[src/rtl/clint_rtc_pkg.sv]
// rtl/clint_rtc_pkg.sv - CLINT window defaults, register offsets and byte-merge helper
//
// Purpose: shared constants for clint_rtc and its RTC divider.
// Ports:   none (package).

package clint_rtc_pkg;

   // Platform defaults for the CLINT window and the RTC divider terminal count.
   localparam logic [31:0] CLINT_BASE_ADDR = 32'h0200_0000;
   localparam int          CLK_DIVIDER_RTC = 4;

   // Register offsets inside the window.
   localparam logic [15:0] MSIP_OFF        = 16'h0000;
   localparam logic [15:0] MTIMECMP_OFF    = 16'h4000;
   localparam logic [15:0] MTIMECMP_HI_OFF = MTIMECMP_OFF + 16'h0004;
   localparam logic [15:0] MTIME_OFF       = 16'hBFF8;
   localparam logic [15:0] MTIME_HI_OFF    = MTIME_OFF + 16'h0004;

   // Replace the bytes of old_w selected by strb with the matching bytes of new_w.
   function automatic logic [31:0] merge_wstrb(input logic [31:0] old_w,
                                               input logic [31:0] new_w,
                                               input logic [3:0]  strb);
      logic [31:0] res;
      res = old_w;
      for (int i = 0; i < 4; i++) begin
         if (strb[i]) begin
            res[i*8 +: 8] = new_w[i*8 +: 8];
         end
      end
      return res;
   endfunction

endpackage

[src/rtl/rtc_divider.sv]
// rtl/rtc_divider.sv - RTC tick generator, one tick every 2*(RTC_DIV+1) clocks
//
// Purpose: divides the system clock into a single-cycle mtime increment strobe.
// Ports:   clk_i  - system clock
//          rst_ni - asynchronous active-low reset
//          tick_o - one-cycle strobe, high while cnt==RTC_DIV in the odd phase

module rtc_divider #(
   parameter int RTC_DIV = 4
) (
   input  logic clk_i,
   input  logic rst_ni,
   output logic tick_o
);

   // +2 keeps the counter at least one bit wide even for RTC_DIV==0.
   localparam int            CW   = $clog2(RTC_DIV + 2);
   localparam logic [CW-1:0] TERM = CW'(RTC_DIV);

   logic [CW-1:0] cnt_q, cnt_d;
   logic          phase_q, phase_d;
   logic          at_term;

   assign at_term = (cnt_q == TERM);

   always_comb begin
      cnt_d   = at_term ? '0 : cnt_q + CW'(1);
      phase_d = phase_q ^ at_term;
   end

   always_ff @(posedge clk_i or negedge rst_ni) begin
      if (!rst_ni) begin
         cnt_q   <= '0;
         phase_q <= 1'b0;
      end else begin
         cnt_q   <= cnt_d;
         phase_q <= phase_d;
      end
   end

   // The phase bit halves the wrap rate so the tick lands once per two wraps.
   assign tick_o = at_term && phase_q;

endmodule

[src/rtl/clint_rtc.sv]
// rtl/clint_rtc.sv - CLINT responder: msip, mtimecmp and RTC-driven mtime
//
// Purpose: memory-mapped CLINT with fixed one-cycle response latency.
// Ports:   clock, reset      - system clock, asynchronous active-low reset
//          mem_valid/instr   - request strobe; fetch flag (treated as read)
//          mem_addr/wdata    - byte address (word aligned), write data
//          mem_wstrb         - byte enables, 0000 = read
//          mem_rdata/ready   - registered response, one cycle after request
//          timer_irpt        - MTIP, registered mtime >= mtimecmp
//          soft_irpt         - MSIP, msip bit 0

module clint_rtc
   import clint_rtc_pkg::*;
#(
   parameter logic [31:0] BASE_ADDR = CLINT_BASE_ADDR,
   parameter int          RTC_DIV   = CLK_DIVIDER_RTC
) (
   input  logic        clock,
   input  logic        reset,
   input  logic        mem_valid,
   input  logic        mem_instr,
   input  logic [31:0] mem_addr,
   input  logic [31:0] mem_wdata,
   input  logic [3:0]  mem_wstrb,
   output logic [31:0] mem_rdata,
   output logic        mem_ready,
   output logic        timer_irpt,
   output logic        soft_irpt
);

   localparam logic [13:0] MSIP_W        = MSIP_OFF[15:2];
   localparam logic [13:0] MTIMECMP_LO_W = MTIMECMP_OFF[15:2];
   localparam logic [13:0] MTIMECMP_HI_W = MTIMECMP_HI_OFF[15:2];
   localparam logic [13:0] MTIME_LO_W    = MTIME_OFF[15:2];
   localparam logic [13:0] MTIME_HI_W    = MTIME_HI_OFF[15:2];

   logic [63:0] mtime_q, mtime_d, mtime_inc;
   logic [63:0] mtimecmp_q, mtimecmp_d;
   logic        msip_q, msip_d;
   logic [31:0] rdata_q, rdata_d, rd_sel;
   logic        ready_q;
   logic        timer_q;
   logic        tick;
   logic        wr;
   logic [31:0] offset;
   logic [13:0] word;
   logic        unused_ok;

   rtc_divider #(
      .RTC_DIV (RTC_DIV)
   ) u_rtc_divider (
      .clk_i  (clock),
      .rst_ni (reset),
      .tick_o (tick)
   );

   assign offset = mem_addr - BASE_ADDR;
   assign word   = offset[15:2];
   assign wr     = mem_valid && (mem_wstrb != 4'b0000);

   // Fetches read like loads; the window is decoded on the low 16 offset bits only.
   assign unused_ok = ^{mem_instr, offset[31:16], offset[1:0]};

   // Read mux over the pre-write register values.
   always_comb begin
      rd_sel = '0;
      case (word)
         MSIP_W:        rd_sel = {31'd0, msip_q};
         MTIMECMP_LO_W: rd_sel = mtimecmp_q[31:0];
         MTIMECMP_HI_W: rd_sel = mtimecmp_q[63:32];
         MTIME_LO_W:    rd_sel = mtime_q[31:0];
         MTIME_HI_W:    rd_sel = mtime_q[63:32];
         default:       rd_sel = '0;
      endcase
   end

   // Written bytes override the incremented mtime; the other bytes and word
   // keep the increment, carry included.
   always_comb begin
      mtime_inc  = mtime_q + {63'd0, tick};
      mtime_d    = mtime_inc;
      mtimecmp_d = mtimecmp_q;
      msip_d     = msip_q;
      if (wr) begin
         case (word)
            MSIP_W:        if (mem_wstrb[0]) msip_d = mem_wdata[0];
            MTIMECMP_LO_W: mtimecmp_d[31:0]  = merge_wstrb(mtimecmp_q[31:0],  mem_wdata, mem_wstrb);
            MTIMECMP_HI_W: mtimecmp_d[63:32] = merge_wstrb(mtimecmp_q[63:32], mem_wdata, mem_wstrb);
            MTIME_LO_W:    mtime_d[31:0]     = merge_wstrb(mtime_inc[31:0],   mem_wdata, mem_wstrb);
            MTIME_HI_W:    mtime_d[63:32]    = merge_wstrb(mtime_inc[63:32],  mem_wdata, mem_wstrb);
            default:       ;
         endcase
      end
      rdata_d = mem_valid ? rd_sel : 32'd0;
   end

   always_ff @(posedge clock or negedge reset) begin
      if (!reset) begin
         mtime_q    <= '0;
         mtimecmp_q <= '1;
         msip_q     <= 1'b0;
         rdata_q    <= '0;
         ready_q    <= 1'b0;
         timer_q    <= 1'b0;
      end else begin
         mtime_q    <= mtime_d;
         mtimecmp_q <= mtimecmp_d;
         msip_q     <= msip_d;
         rdata_q    <= rdata_d;
         ready_q    <= mem_valid;
         // Compares the already-committed values, so MTIP trails any change by a cycle.
         timer_q    <= (mtime_q >= mtimecmp_q);
      end
   end

   assign mem_rdata  = rdata_q;
   assign mem_ready  = ready_q;
   assign timer_irpt = timer_q;
   assign soft_irpt  = msip_q;

endmodule

[config.mk]
export PLATFORM = sky130hd
export DESIGN_NAME = clint_rtc
export DESIGN_NICKNAME = d
export VERILOG_FILES = /design/src/rtl/clint_rtc_pkg.sv /design/src/rtl/rtc_divider.sv /design/src/rtl/clint_rtc.sv
export SDC_FILE = /design/constraint.sdc
export NUM_CORES = 1
export LEC_CHECK = 0
export BUFFER_PORTS_ARGS = -buffer_cell sky130_fd_sc_hd__clkbuf_2
export CAP_MARGIN = 25
export CORE_UTILIZATION = 50
export DETAILED_ROUTE_END_ITERATION = 8
export GPL_TIMING_DRIVEN = 1
export HOLD_SLACK_MARGIN = 0.08
export PLACE_DENSITY = 0.78
export REMOVE_ABC_BUFFERS = 1
export SYNTH_ARGS = -nofsm -noshare
export SYNTH_HDL_FRONTEND = slang
export SYNTH_SLANG_ARGS = --single-unit
[constraint.sdc]
create_clock -name clock -period 3.7 [get_ports clock]
set_input_delay 0.37 -clock clock [delete_from_list [all_inputs] [get_ports clock]]
set_output_delay 0.37 -clock clock [all_outputs]
set_load 0.05 [all_outputs]
### After elaboration in Yosys (flattened, before gate mapping)

Cells that the tools add are included.

* add/subtract/negate cells: 3
* mux-type cells: 14
* eq/ne operators: 5
* order comparisons: 1
* bitwise operators: 1
* reductions and logical operators: 13

Operator list (count)
* $pmux 32 s5: 1
* $mux 32: 3
* $add 64x1->64: 1
* $ge 64x64->1: 1
* $mux 64: 1
* $mux 8: 8
* $eq 14x13->1 const B: 2
* $eq 14x14->1 const B: 2
* $reduce_and 3->1: 9
* $sub 16x1->16 const B: 1
* $logic_not 14->1: 1
* $reduce_bool 4->1: 1
* $add 3x1->3 const B: 1
* $eq 3x3->1 const B: 1
* $mux 3: 1
* $logic_and 1x1->1: 2
* $xor 1x1->1: 1

* flip-flop bits (word level): 167
* output and inout port bits: 35
* bits of input ports: 72
* word-level logic and storage cells: 52

### Longest topological paths before layout

* depth in word-level cells: 6
* gate-level depth with buffers: 14
* gate-level depth less buffers: 13

### Hierarchy

A second synthesis with hierarchy kept.

* cell total of the unflattened synthesis: 995
* area total of the unflattened synthesis: 9609.2 µm²

By module, submodules not included
* clint_rtc: times used 1, seq. area each 4159.0 µm², cells each 982, area an instance 9435.3 µm²
* rtc_divider: times used 1, seq. area each 100.1 µm², cells each 13, area an instance 173.9 µm²

### Worst setup path after synthesis

OpenSTA, ideal clock, no wires.

* path type: register to register
* from: register u_rtc_divider.cnt_q[0]
* to: register mtime_q[52]
* setup time: 137 ps
* period minus slack after synthesis: 2616 ps
* cell stages (with the launch flop): 15
* buffers on the path: 1
* data arrival time: 2479 ps
* required time: 3563 ps
* path slack: 1084 ps
* path through: dfrtp_1 inv_1 ha_1 and2_1 ha_1 ha_1 ha_1 nand3_1 nor3_1 and4_1 buf_2 inv_1 nor3_1 xnor2_1 a21oi_1

* cells in the longest elaborated chain, start to end: 6

Ends and longest elaborated chain
* start, declared: line rtc_divider.sv:20 `logic [CW-1:0] cnt_q, cnt_d;`
* start signal, assigned: line rtc_divider.sv:36 `cnt_q <= cnt_d;`
* $eq 3x3->1 (*): line rtc_divider.sv:24 `assign at_term = (cnt_q == TERM);`
* $logic_and 1x1->1 (*): line rtc_divider.sv:42 `assign tick_o = at_term && phase_q;`
* $add 64x1->64 (*): line clint_rtc.sv:80 `mtime_inc = mtime_q + {63'd0, tick};`
* $mux 8: line clint_rtc_pkg.sv:26 `if (strb[i]) begin`
* $mux 32: line clint_rtc.sv:85 `case (word)`
* $mux 64 (*): line clint_rtc.sv:84 `if (wr) begin`
* via mtime_d[52]: line clint_rtc.sv:37 `logic [63:0] mtime_q, mtime_d, mtime_inc;`
* end signal, assigned: line clint_rtc.sv:106 `mtime_q <= mtime_d;`
* end, declared: line clint_rtc.sv:37

Mark *: on every way through the listed nets, which the timed path passes. The rest lies on a longest branch.
A chain may end at the register's enable or synchronous reset.

### Worst setup path in the final report

* from: register u_rtc_divider.cnt_q[0]
* to: register mtime_q[44]

Same word-level chain as after synthesis.

==> reports/summary.json <==
{
  "dominantRegCellSynth": "dfrtp_1",
  "seqPwrFrac_pct": 47.1,
  "netlist_top_cells_area": "dfrtp_1 (27%), dfstp_2 (18%), ha_1 (9.1%)",
  "worst-r2r-setup-slack_ps": 430,
  "p_leak_nw": 5.14,
  "die_area_mm2": 0.0197,
  "crit_type": "flip-flop to flip-flop",
  "detailed_place.area_mm2": 0.0104,
  "floorplan.initialDensity_pct": 51.1,
  "fin_setup_tns_ps": 0,
  "fin_ws_ps": 430,
  "synthCells": 1022,
  "final_area_mm2": 0.0110,
  "postRouteAntennaNets": 0,
  "final_max_slew_viol_count": 0,
  "synthDominantAreaCellType": "dfrtp_1",
  "worst_ir_drop_vdd_uv": 378,
  "num-nets-final": 1256,
  "pwr_density_cell_mw_per_mm2": 368,
  "critPathRequiredTime_ps": 3990,
  "overall_global_routing_resource_usage_pct": 27.0,
  "first_global_vias": 8094,
  "clk_path_buf_depth": 2,
  "netlist-cell-type-count": 46,
  "design.portCount": 107,
  "synth_warnings": 0,
  "power_share_of_the_combinational_group_pct": 8.5,
  "final_util_pct": 58.8,
  "drt_first_pass_iters": 6,
  "place.gp.congestion": 0.949,
  "number_of_flops_mapped_to_enable_cells_by_yosys": 0,
  "power_switching_mw": 1.06,
  "timing_hold_violations_final": 0,
  "pin_count_of_the_biggest_net_entering_global_routing": 69,
  "count_of_placed_standard_cells_including_taps": 1328,
  "fmax_ghz": 0.306,
  "ys_ff_latch": 167,
  "synth_top_cell_area_share_pct": 26.9,
  "relSlewSlack_pct": 50.5,
  "netSwitchingFraction_pct": 26.1,
  "power.share.clock_pct": 44.4,
  "final-setup-viol-count": 0,
  "antenna_found_initial": 0,
  "first_pass_grt_wire_length_mm": 41.3,
  "hp-class": "input pin to flip-flop",
  "min_period_ps": 3270,
  "portBuffers": 87,
  "post_route_cells_drive_above_1_share_pct": 23.4,
  "wirelength_mm": 25.4,
  "floorplan.die.width_um": 141,
  "overall_die_height_um": 141,
  "cts_sinks": 167,
  "drc": 0,
  "cts_resized": 0,
  "synth-seq-area-share_pct": 44.4,
  "critPathCaptureType": "flip-flop",
  "globalRouteOverflowTotal": 0,
  "internal_power_mw": 3.00,
  "tightest_slew_ps": 741,
  "cts_inserted_buffers": 17,
  "rsz0062_at_grt": "no",
  "cts-root-buf": "clkbuf_16",
  "worstSkewPairLatency_ps": 440,
  "antennaDiodeCount": 0,
  "avg_wl_per_cell_um": 18.7,
  "critical_path.startpoint_type": "flip-flop",
  "worst_setup_hold_path_clk_slew_ps": 70,
  "htreeDepth": 4,
  "cp_data_arrival_time_ps": 3560,
  "layout_worst_path_cycle_share_pct": 88.4,
  "num_rows": 50,
  "critical_path.max_fanout": 6,
  "route.vias.total": 8152,
  "async_reset_ff_share_pct": 100,
  "syn_avg_cell_area_um2": 9.39,
  "routed_via_density": 5.99,
  "post_layout_nonfiller_instances": 1361,
  "syn_to_final_growth_pct": 15.0,
  "netlist_top_cells_count": "nor2_1 (147), dfrtp_1 (103), a21oi_1 (85), inv_1 (73)",
  "tritoncts": "yes",
  "pre_cts_slack_ps": 481,
  "status": "complete, no violations",
  "clock_skew_ps": 9.21,
  "fp.coreArea_mm2": 0.0188,
  "synth_area_mm2": 0.00960,
  "detailedRoute.firstIterationViolations": 728,
  "place.detailed.hpwl_mm": 18.5,
  "yosys.cell_count.top_type": "nor2_1",
  "timing.max_cap.violations": 0
}
-- power by group through the flow --
stage                     Clock (mW)  Combinational, mW  Sequential (mW)
after floorplan                    0              0.155             1.95
after global placement             0              0.331             1.94
after detailed placement           0              0.342             1.94
after CTS                       1.82              0.348             1.91
after global routing            1.89              0.385             1.92
final                           1.80              0.347             1.91
-- metrics by stage --
stage               hold slack [ps]  power, mW
floorplan                      74.4       2.11
global placement                403       2.27
detailed placement              405       2.29
CTS                             175       4.09
global route                    192       4.20
finish                          178       4.07
-- flip-flops by register name, summed over array words and instances (netlist names) --
register	count
soft_irpt	1
timer_irpt	1
mem_ready	1
mem_rdata	32
mtimecmp_q	64
mtime_q	64
u_rtc_divider.cnt_q	3
u_rtc_divider.phase_q	1
-- per-layer routing --
layer	up-vias	GRT usage [%]	routed length [um]
li1	3810	-	-
met1	3946	34.6	10800
met2	331	45.2	12300
met3	65	5.47	1550
met4	0	9.95	744
met5	-	0	0
-- path summary, 6_finish.rpt --
path	startpoint	endpoint	cells past startpoint
min in group asynchronous	reset	mem_rdata[30]	2
max in group asynchronous	reset	mtimecmp_q[14]	3
setup / recovery	u_rtc_divider.cnt_q[0]	mtime_q[44]	14
hold / removal	mem_wdata[17]	mtimecmp_q[17]	3
hold reg to reg	u_rtc_divider.cnt_q[0]	u_rtc_divider.cnt_q[0]	1
setup reg to reg	u_rtc_divider.cnt_q[0]	mtime_q[44]	14
-- worst max-delay path, cell delays in order, from the launching register on --
cell	delay, ps
dfrtp_1	400
inv_1	70
ha_1	150
and2_1	170
ha_1	180
ha_1	170
ha_1	240
nand3_1	150
nor3_1	430
and4_1	430
buf_4	230
nand2_1	100
nor3_1	190
xnor2_1	140
a21oi_1	80
-- layout by cell type, fill, tap and decap left out, types with 2 or more instances in the layout --
cell type / netlist / final
or4_1: 2 / 2
dfrtp_1: 103 / 103
o21ai_0: 40 / 40
xnor2_1: 24 / 24
clkinv_4: 0 / 2
nand4_1: 31 / 31
dfstp_2: 64 / 64
inv_6: 0 / 5
a221o_1: 2 / 2
bufinv_16: 0 / 2
nand2_1: 70 / 70
ha_1: 70 / 70
clkbuf_2: 0 / 86
nor3_2: 3 / 4
a211oi_1: 3 / 3
and4_1: 6 / 6
nor2b_1: 3 / 3
and3_1: 15 / 15
clkinvlp_4: 0 / 3
inv_1: 73 / 73
clkbuf_16: 0 / 17
nand3_1: 46 / 46
xor2_1: 38 / 38
a21o_1: 8 / 8
a22oi_1: 32 / 32
nor2_1: 147 / 146
mux2_2: 38 / 38
nor4_2: 1 / 5
clkinv_2: 0 / 2
nor3_1: 13 / 12
and2_1: 4 / 4
buf_4: 0 / 22
a211o_1: 2 / 2
a221oi_1: 31 / 31
nor4_4: 2 / 2
nor4_1: 13 / 9
a21oi_1: 85 / 85
-- cell families (layout without fill, tap and decap cells) --
logic type      Yosys count  count (layout)  synth area share [%]
mux                      38              38                  4.46
flops                   167             167                  44.4
compound gates          207             207                  13.4
xor+xnor                 62              62                  5.66
buf+inv                 112             217                  4.43
fa+ha+maj                70              70                  9.13
simple gates            366             366                  18.5
-- area by class of cell --
| cell class | count | area, um2 |
|---|---|---|
| clock buffers | 17 | 425 |
| clock inverters | 15 | 165 |
| fillers | 1596 | 7730 |
| inverters | 73 | 274 |
| multi-input cells | 743 | 4960 |
| flip-flops and latches | 167 | 4260 |
| well taps | 234 | 293 |
| repair buffers | 112 | 664 |
-- repair_timing --
item | in CTS | in global routing
endpoints found under the hold margin | 40 | 0
hold buffers | 1 | 0
setup buffers | 0 | 0
(Power assumes the default switching activity.)
